`src/rtl/spi_frame_ctrl_if.sv`:
```
`default_nettype none
// ============================================================================
//  Module      : spi_frame_ctrl_if
//  Description : Bundle of SPI-word, filter handshake and statistics signals
//                between the SPI frame controller and its surroundings.
//                slave  = controller side, master = environment side.
//  Revision    : 1.0 - initial release
// ============================================================================
interface spi_frame_ctrl_if #(
    parameter int DW = 14
);
    logic          word_valid;
    logic [DW-1:0] word_data;
    logic          filt_start;
    logic [DW-1:0] filt_d;
    logic [DW-1:0] filt_x;
    logic          filt_done;
    logic [DW-1:0] filt_y;
    logic          tx_load;
    logic [DW-1:0] tx_data;
    logic          busy;
    logic          frame_err;
    logic [15:0]   frame_cnt;
    logic [7:0]    err_cnt;

    modport slave (
        input  word_valid, word_data, filt_done, filt_y,
        output filt_start, filt_d, filt_x, tx_load, tx_data,
               busy, frame_err, frame_cnt, err_cnt
    );

    modport master (
        output word_valid, word_data, filt_done, filt_y,
        input  filt_start, filt_d, filt_x, tx_load, tx_data,
               busy, frame_err, frame_cnt, err_cnt
    );
endinterface
`default_nettype wire

```
`src/rtl/spi_frame_ctrl.sv`:
```
`default_nettype none
// ============================================================================
//  Module      : spi_frame_ctrl
//  Description : Parses SPI word frames (header, desired sample, input sample),
//                kicks one adaptive-filter iteration per frame, waits for the
//                result with a timeout and hands it to the MISO shift register.
//                Optional statistics counters are built only when the macro
//                FRAME_STATS_EN is defined; otherwise they read constant zero.
//  Revision    : 1.0 - initial release
// ============================================================================
module spi_frame_ctrl #(
    parameter int            DW      = 14,
    parameter logic [DW-1:0] HDR     = 14'h0FFF,
    parameter int            TIMEOUT = 256
) (
    input  wire logic        clk,
    input  wire logic        rst,
    spi_frame_ctrl_if.slave  bus
);

    // Timeout counter is wide enough to hold TIMEOUT-1.
    localparam int            c_cnt_w    = (TIMEOUT > 2) ? $clog2(TIMEOUT) : 1;
    localparam logic [c_cnt_w-1:0] c_tmo_last = c_cnt_w'(TIMEOUT - 1);

    typedef enum logic [2:0] {
        S_IDLE  = 3'd0,
        S_GET_D = 3'd1,
        S_GET_X = 3'd2,
        S_START = 3'd3,
        S_WAIT  = 3'd4,
        S_LOAD  = 3'd5
    } state_t;

    state_t              r_state_q,   w_state_d;
    logic [DW-1:0]       r_filt_d_q,  w_filt_d_d;
    logic [DW-1:0]       r_filt_x_q,  w_filt_x_d;
    logic [DW-1:0]       r_tx_data_q, w_tx_data_d;
    logic [c_cnt_w-1:0]  r_tmo_q,     w_tmo_d;
    logic                w_word_err;
    logic                w_tmo_err;
    logic                w_is_hdr;
    logic                w_frame_err;

    assign w_is_hdr = (bus.word_data == HDR);

    // Next-state, sample capture, timeout counting and error detection.
    always_comb begin
        w_state_d   = r_state_q;
        w_filt_d_d  = r_filt_d_q;
        w_filt_x_d  = r_filt_x_q;
        w_tx_data_d = r_tx_data_q;
        w_tmo_d     = r_tmo_q;
        w_word_err  = 1'b0;
        w_tmo_err   = 1'b0;

        case (r_state_q)
            S_IDLE: begin
                if (bus.word_valid) begin
                    if (w_is_hdr) begin
                        w_state_d = S_GET_D;
                    end else begin
                        w_word_err = 1'b1;
                    end
                end
            end
            S_GET_D: begin
                if (bus.word_valid) begin
                    if (w_is_hdr) begin
                        // Header mid-frame: resynchronise on it.
                        w_word_err = 1'b1;
                        w_state_d  = S_GET_D;
                    end else begin
                        w_filt_d_d = bus.word_data;
                        w_state_d  = S_GET_X;
                    end
                end
            end
            S_GET_X: begin
                if (bus.word_valid) begin
                    if (w_is_hdr) begin
                        w_word_err = 1'b1;
                        w_state_d  = S_GET_D;
                    end else begin
                        w_filt_x_d = bus.word_data;
                        w_state_d  = S_START;
                    end
                end
            end
            S_START: begin
                w_word_err = bus.word_valid;
                w_tmo_d    = '0;
                w_state_d  = S_WAIT;
            end
            S_WAIT: begin
                w_word_err = bus.word_valid;
                // A result arriving on the last allowed cycle still counts.
                if (bus.filt_done) begin
                    w_tx_data_d = bus.filt_y;
                    w_state_d   = S_LOAD;
                end else if (r_tmo_q == c_tmo_last) begin
                    w_tmo_err = 1'b1;
                    w_state_d = S_IDLE;
                end else begin
                    w_tmo_d = r_tmo_q + c_cnt_w'(1);
                end
            end
            S_LOAD: begin
                w_word_err = bus.word_valid;
                w_state_d  = S_IDLE;
            end
            default: begin
                w_state_d = S_IDLE;
            end
        endcase

        // Simultaneous error sources collapse into one pulse.
        w_frame_err = (w_word_err | w_tmo_err) & ~rst;
    end

    // State and datapath registers with synchronous reset.
    always_ff @(posedge clk) begin
        if (rst) begin
            r_state_q   <= S_IDLE;
            r_filt_d_q  <= '0;
            r_filt_x_q  <= '0;
            r_tx_data_q <= '0;
            r_tmo_q     <= '0;
        end else begin
            r_state_q   <= w_state_d;
            r_filt_d_q  <= w_filt_d_d;
            r_filt_x_q  <= w_filt_x_d;
            r_tx_data_q <= w_tx_data_d;
            r_tmo_q     <= w_tmo_d;
        end
    end

    assign bus.filt_start = (r_state_q == S_START);
    assign bus.tx_load    = (r_state_q == S_LOAD);
    assign bus.busy       = (r_state_q == S_START) ||
                            (r_state_q == S_WAIT)  ||
                            (r_state_q == S_LOAD);
    assign bus.filt_d     = r_filt_d_q;
    assign bus.filt_x     = r_filt_x_q;
    assign bus.tx_data    = r_tx_data_q;
    assign bus.frame_err  = w_frame_err;

`ifdef FRAME_STATS_EN
    logic [15:0] r_frame_cnt_q, w_frame_cnt_d;
    logic [7:0]  r_err_cnt_q,   w_err_cnt_d;

    // Saturating frame and error statistics.
    always_comb begin
        w_frame_cnt_d = r_frame_cnt_q;
        w_err_cnt_d   = r_err_cnt_q;
        if ((r_state_q == S_LOAD) && (r_frame_cnt_q != 16'hFFFF)) begin
            w_frame_cnt_d = r_frame_cnt_q + 16'd1;
        end
        if (w_frame_err && (r_err_cnt_q != 8'hFF)) begin
            w_err_cnt_d = r_err_cnt_q + 8'd1;
        end
    end

    // Statistics registers with synchronous reset.
    always_ff @(posedge clk) begin
        if (rst) begin
            r_frame_cnt_q <= '0;
            r_err_cnt_q   <= '0;
        end else begin
            r_frame_cnt_q <= w_frame_cnt_d;
            r_err_cnt_q   <= w_err_cnt_d;
        end
    end

    assign bus.frame_cnt = r_frame_cnt_q;
    assign bus.err_cnt   = r_err_cnt_q;
`else
    assign bus.frame_cnt = 16'd0;
    assign bus.err_cnt   = 8'd0;
`endif

endmodule
`default_nettype wire

```
`src/flat_wrapper.sv`:
```
// flat-port wrapper written by rule: the top's interface ports become plain ports
module spi_frame_ctrl_flat 
#(
    parameter int            DW      = 14,
    parameter logic [DW-1:0] HDR     = 14'h0FFF,
    parameter int            TIMEOUT = 256
)
  (clk, rst, bus_word_valid, bus_word_data, bus_filt_done, bus_filt_y, bus_filt_start, bus_filt_d, bus_filt_x, bus_tx_load, bus_tx_data, bus_busy, bus_frame_err, bus_frame_cnt, bus_err_cnt);
  spi_frame_ctrl_if #(.DW(DW)) bus_i ();
  input  wire logic clk;
  input  wire logic rst;
  input wire logic [$bits(bus_i.word_valid)-1:0] bus_word_valid;
  input wire logic [$bits(bus_i.word_data)-1:0] bus_word_data;
  input wire logic [$bits(bus_i.filt_done)-1:0] bus_filt_done;
  input wire logic [$bits(bus_i.filt_y)-1:0] bus_filt_y;
  output wire logic [$bits(bus_i.filt_start)-1:0] bus_filt_start;
  output wire logic [$bits(bus_i.filt_d)-1:0] bus_filt_d;
  output wire logic [$bits(bus_i.filt_x)-1:0] bus_filt_x;
  output wire logic [$bits(bus_i.tx_load)-1:0] bus_tx_load;
  output wire logic [$bits(bus_i.tx_data)-1:0] bus_tx_data;
  output wire logic [$bits(bus_i.busy)-1:0] bus_busy;
  output wire logic [$bits(bus_i.frame_err)-1:0] bus_frame_err;
  output wire logic [$bits(bus_i.frame_cnt)-1:0] bus_frame_cnt;
  output wire logic [$bits(bus_i.err_cnt)-1:0] bus_err_cnt;
  assign bus_i.word_valid = bus_word_valid;
  assign bus_i.word_data = bus_word_data;
  assign bus_i.filt_done = bus_filt_done;
  assign bus_i.filt_y = bus_filt_y;
  assign bus_filt_start = bus_i.filt_start;
  assign bus_filt_d = bus_i.filt_d;
  assign bus_filt_x = bus_i.filt_x;
  assign bus_tx_load = bus_i.tx_load;
  assign bus_tx_data = bus_i.tx_data;
  assign bus_busy = bus_i.busy;
  assign bus_frame_err = bus_i.frame_err;
  assign bus_frame_cnt = bus_i.frame_cnt;
  assign bus_err_cnt = bus_i.err_cnt;
  spi_frame_ctrl #(.DW(DW), .HDR(HDR), .TIMEOUT(TIMEOUT)) u_core (.clk(clk), .rst(rst), .bus(bus_i));
endmodule
```
`config.mk`:
```
export PLATFORM = sky130hd
export DESIGN_NAME = spi_frame_ctrl_flat
export DESIGN_NICKNAME = d
export VERILOG_FILES = /design/src/rtl/spi_frame_ctrl_if.sv /design/src/rtl/spi_frame_ctrl.sv /design/src/flat_wrapper.sv
export SDC_FILE = /design/constraint.sdc
export NUM_CORES = 1
export LEC_CHECK = 0
export CAP_MARGIN = 0
export CORE_MARGIN = 5
export CORE_UTILIZATION = 49
export DETAILED_ROUTE_END_ITERATION = 8
export DONT_BUFFER_PORTS = 1
export PLACE_DENSITY_LB_ADDON = 0.1
export SYNTH_ARGS = -nofsm -noshare
export SYNTH_HDL_FRONTEND = slang
export SYNTH_SLANG_ARGS = --single-unit
```
`constraint.sdc`:
```
create_clock -name clk -period 4.18 [get_ports clk]
set_clock_uncertainty 0.15 [all_clocks]
set_input_delay 0.836 -clock clk [delete_from_list [all_inputs] [get_ports clk]]
set_output_delay 0.836 -clock clk [all_outputs]
set_load 0.005 [all_outputs]
```
==> Word-level counts from Yosys, hierarchy flattened <==
Index checks and enable logic that the tools add are counted.
{ "totals": {"elab_cells": 55, "out_inout_bits": 70, "inputBits": 32, "latchBits": 0, "regBits": 53, "romBits": 0, "mem_bits_rw": 0, "mem_count": 0} }
{ "classes": {"n_div": 0, "addsub": 1, "muxes": 20, "reduce_logical": 11, "n_shift": 0, "bitwise": 4, "eq_ne": 14, "multipliers": 0, "n_lt_le_gt_ge": 0} }
{ "ops": {"columns": ["cell", "n"], "rows": [
  ["$mux W3", 6],
  ["$mux W8", 2],
  ["$pmux W8 S2", 1],
  ["$pmux W3 S5", 1],
  ["$eq A14 B12 Y1 const B", 1],
  ["$ne A2 B2 Y1 const B", 5],
  ["$reduce_and A3 Y1", 3],
  ["$add A8 B1 Y8 const B", 1],
  ["$eq A8 B8 Y1 const B", 1],
  ["$mux W1", 7],
  ["$eq A3 B2 Y1 const B", 2],
  ["$eq A3 B3 Y1 const B", 2],
  ["$reduce_and A5 Y1", 1],
  ["$mux W2", 2],
  ["$eq A3 B1 Y1 const B", 1],
  ["$logic_not A3 Y1", 1],
  ["$ne A3 B2 Y1 const B", 1],
  ["$pmux W1 S3", 1],
  ["$reduce_or A3 Y1", 1],
  ["$logic_or A1 B1 Y1", 2],
  ["$ne A2 B1 Y1 const B", 1],
  ["$not A1 Y1", 2],
  ["$reduce_and A2 Y1", 1],
  ["$reduce_bool A2 Y1", 1],
  ["3 further kinds", 3]
]} }

==> Longest topological paths before layout <==
{ "depth": {"depth_word": 6, "depth_mapped": 7, "mapped_depth_nobuf": 6} }

==> Worst setup path before layout <==
No wires, ideal clock.
{ "synth_timing": {"path_kind": "input port to output port", "from": "in bus_word_data[13]", "to": "out bus_frame_err", "stages": 6, "setup_slack_ns": 1.219, "t_arrival_ns": 1.975, "t_required_ns": 3.194, "n_path_buf": 1, "path_cell_list": "nand4b_1 > or4_4 > buf_6 > xnor2_1 > nor3_1 > o32ai_1"} }
{ "synth_between": {"elab_chain_len": 6, "word_cells_on_any_way": 8, "classes_between": "1 x eq/ne; 5 x mux; 2 x bitwise"} }
{ "synth_lines": {"columns": ["item", "line_no", "source"], "rows": [
  ["start: declaration", "flat_wrapper.sv:13", "input wire logic [$bits(bus_i.word_data)-1:0] bus_word_data;"],
  ["$eq A14 B12 Y1 *", "spi_frame_ctrl.sv:44", "assign w_is_hdr = (bus.word_data == HDR);"],
  ["$mux W1, on equally long branches", "spi_frame_ctrl.sv:68, spi_frame_ctrl.sv:80, spi_frame_ctrl.sv:59", null],
  ["$mux W1, on equally long branches", "spi_frame_ctrl.sv:67, spi_frame_ctrl.sv:58", null],
  ["$pmux W1 S3 *", "spi_frame_ctrl.sv:56", "case (r_state_q)"],
  ["$or A1 B1 Y1 *", "spi_frame_ctrl.sv:117", "w_frame_err = (w_word_err | w_tmo_err) & ~rst;"],
  ["$and A1 B1 Y1 *", "spi_frame_ctrl.sv:117", null],
  ["end: declaration", "flat_wrapper.sv:22", "output wire logic [$bits(bus_i.frame_err)-1:0] bus_frame_err;"]
]} }
Every way passes the cells marked *; elsewhere a longest branch is shown, timed or not.

==> Final worst setup path <==
Same ends and word-level chain as after synthesis.

==> metrics.yaml <==
setup_path:
  critical_path_class: "in2out"
  critical-path-slowest-cell: "or4_4"
  cp_max_fo: 6
  crit_required_ns: 3.19
  cp_cell_sequence: "nand4b_1, or4_4, a21oi_1, o21ai_1, o32ai_1"
  cp-end-kind: "output pin"
  slowest_delay_ns: 0.58
  critPathLaunchType: "input port"
  cp.arrival_ns: 2.00
final_layout:
  syn_to_final_growth_pct: -0.623
  final_nets: 299
  drive_above_1_share_pct: 6.37
  diodes: 0
global_routing:
  overflow: 0
  antenna_found_initial: 0
  grt_max_degree: 56
  gr-usage-all-layers_pct: 15.7
  grt_pass1_wl_um: 7940
  grt_pass1_vias: 1566
sta:
  finalMaxSlewViolations: 0
  finalHoldViolCount: 0
  rsz0062_at_grt: "no"
  whs_ns: 0.325
  slew_headroom_pct: 65.5
  finalSetupViolations: 0
  tns_ns: 0
  period_share_pct: 71.3
  fin_crit_ns: 2.98
  tightest_slew_ns: 0.515
  fmax_mhz: 335
clock_tree:
  cts.sinks: 53
  root_buffer: "clkbuf_8"
  clk_pin_slew_ns: 0.10
  cts_resized: 0
  clock_path_buffers: 2
  cts_buffers: 5
  cts_tree: "done"
  insertion_delay_ns: 0.30
  postCtsSetupRepairBufs: 0
  ctsHoldBuffers: 0
  h-tree-depth: 2
logic_synthesis:
  synth_area_um2: 2410
  synth_top_area_share_pct: 44.0
  synth-async-reset-ratio_pct: 0
  synth_top_area_cell: "dfxtp_1"
  synthCells: 274
  synth_flop_cell: "dfxtp_1"
  synth-warning-count: 0
  synth_commonest_cells: "53 x dfxtp_1, 36 x nor2_1, 35 x nand2_1, 28 x mux2i_1, 24 x buf_4"
  ys_seq_area_share_pct: 44.0
  synthTopCellsByArea: "dfxtp_1 44%, mux2i_1 12%, buf_4 7.5%, nor2_1 5.6%, nand2_1 5.4%"
  ys_types: 37
  yosysMostFrequentCell: "dfxtp_1"
  synth-seq-cells: 53
  avgSynthCellArea_um2: 8.80
  synth_edf_count: 0
floorplan:
  io_pins: 102
  core_um2: 4750
  start_util_pct: 50.7
  die_w_um: 80.1
  num_rows: 25
  die_height_um: 80.1
  die-area_um2: 6420
power:
  peakVddDrop_v: 0.000186
  power_density_nw_per_um2: 362
  p_leak_nw: 0.940
outcome:
  status: "completed"
detailed_routing:
  viasPerCell: 5.19
  wl_per_cell_um: 15.4
  drt-total-wl_um: 5130
  dr.pass1.iters: 4
  ant_nets: 0
  drc: 0
  num_vias: 1734
  drtIter0Drc: 80
place:
  port_buffers: 0
  gp_congestion: 0.785
  dp_hpwl_um: 3620
hold_path:
  hold_class: "reg2reg"
job:
  maxCapViolCount: 0
-- stage by stage --
| stage | utilization [%] | setup slack, ns | cells | power (mW) | instance area, um2 |
|---|---|---|---|---|---|
| finish | 50.4 | 1.20 | 334 | 0.867 | 2400 |
| detailed placement | 48.5 | 1.21 | 326 | 0.585 | 2310 |
| CTS | 50.4 | 1.21 | 334 | 0.879 | 2400 |
| floorplan | - | 1.22 | 297 | 0.604 | 2500 |
| global route | 50.4 | 1.14 | 334 | 0.907 | 2400 |
| global placement | 48.5 | 1.21 | 326 | 0.585 | 2310 |
-- metal layers --
layer / global-route usage, % / wire [um] / up-vias
met5: 0 / 0 / -
met4: 4.22 / 50 / 0
met3: 7.96 / 595 / 5
met2: 25.2 / 2410 / 74
met1: 18.4 / 2080 / 792
li1: - / - / 863
-- kinds of logic after synthesis --
logic type	Yosys count	share of synthesized area, %
other	1	0.156
XOR/XNOR	1	0.363
AND/OR/NAND/NOR	106	21.4
adder cells (fa/ha/maj)	1	0.519
multiplexers	28	11.6
flip-flops	53	44.0
buffers and inverters	44	12.5
AO/OA/AOI/OAI	40	9.44
-- cells in the final DEF, fill, tap and decap left out, drive strengths merged --
cell type / instances
a311oi: 1
conb: 24
a31oi: 2
a21oi: 23
clkbuf: 5
nand3b: 3
xnor2: 1
o32ai: 1
a41oi: 1
a211oi: 3
nand2b: 4
nand2: 35
nor3: 8
inv: 6
and2: 1
ha: 1
buf: 1
clkinv: 1
nand4: 3
or4b: 1
mux2i: 28
and3: 3
nand3: 8
clkinvlp: 1
nor2: 36
nand4b: 2
nor4b: 1
a32oi: 1
dfxtp: 53
or4: 1
o21ai: 7
o31ai: 1
-- worst max-delay path: cells and delay by family --
kind,cells,cell delay (ns)
and+or+nand+nor,2,0.73
AOI/OAI and AO/OA,3,0.43
-- registers in the layout, summed over array words and instances (netlist names) --
name	flops
u_core.r_state_q	3
u_core.bus.tx_data	14
u_core.r_tmo_q	8
u_core.bus.filt_d	14
u_core.bus.filt_x	14
-- layout make-up --
cell class | instances | area (um2)
well taps | 67 | 83.8
fillers | 489 | 2360
clock inverters | 3 | 21.3
inverters | 5 | 18.8
flip-flops and latches | 53 | 1060
repair buffers | 1 | 7.51
clock buffers | 5 | 68.8
multi-input cells | 200 | 1130
-- power breakdown --
group,switching [mW],internal [mW],total [mW]
combinational,0.0274,0.0196,0.0471
sequential,0.0120,0.515,0.527
clock,0.173,0.119,0.293
total,0.213,0.654,0.867
-- path summary, 6_finish.rpt --
| kind | endpoint | cells past startpoint | startpoint | slack [ns] |
|---|---|---|---|---|
| min | u_core.bus.tx_data[13]$_SDFFE_PP0P_ | 2 | u_core.bus.tx_data[13]$_SDFFE_PP0P_ | 0.32 |
| max | bus_frame_err | 5 | bus_word_data[13] | 1.20 |
| max reg2reg | u_core.bus.tx_data[12]$_SDFFE_PP0P_ | 5 | u_core.r_state_q[2]$_SDFFE_PP0P_ | 2.07 |
| min reg2reg | u_core.bus.tx_data[13]$_SDFFE_PP0P_ | 2 | u_core.bus.tx_data[13]$_SDFFE_PP0P_ | 0.32 |
No activity file was read; power rests on OpenSTA's default activity.
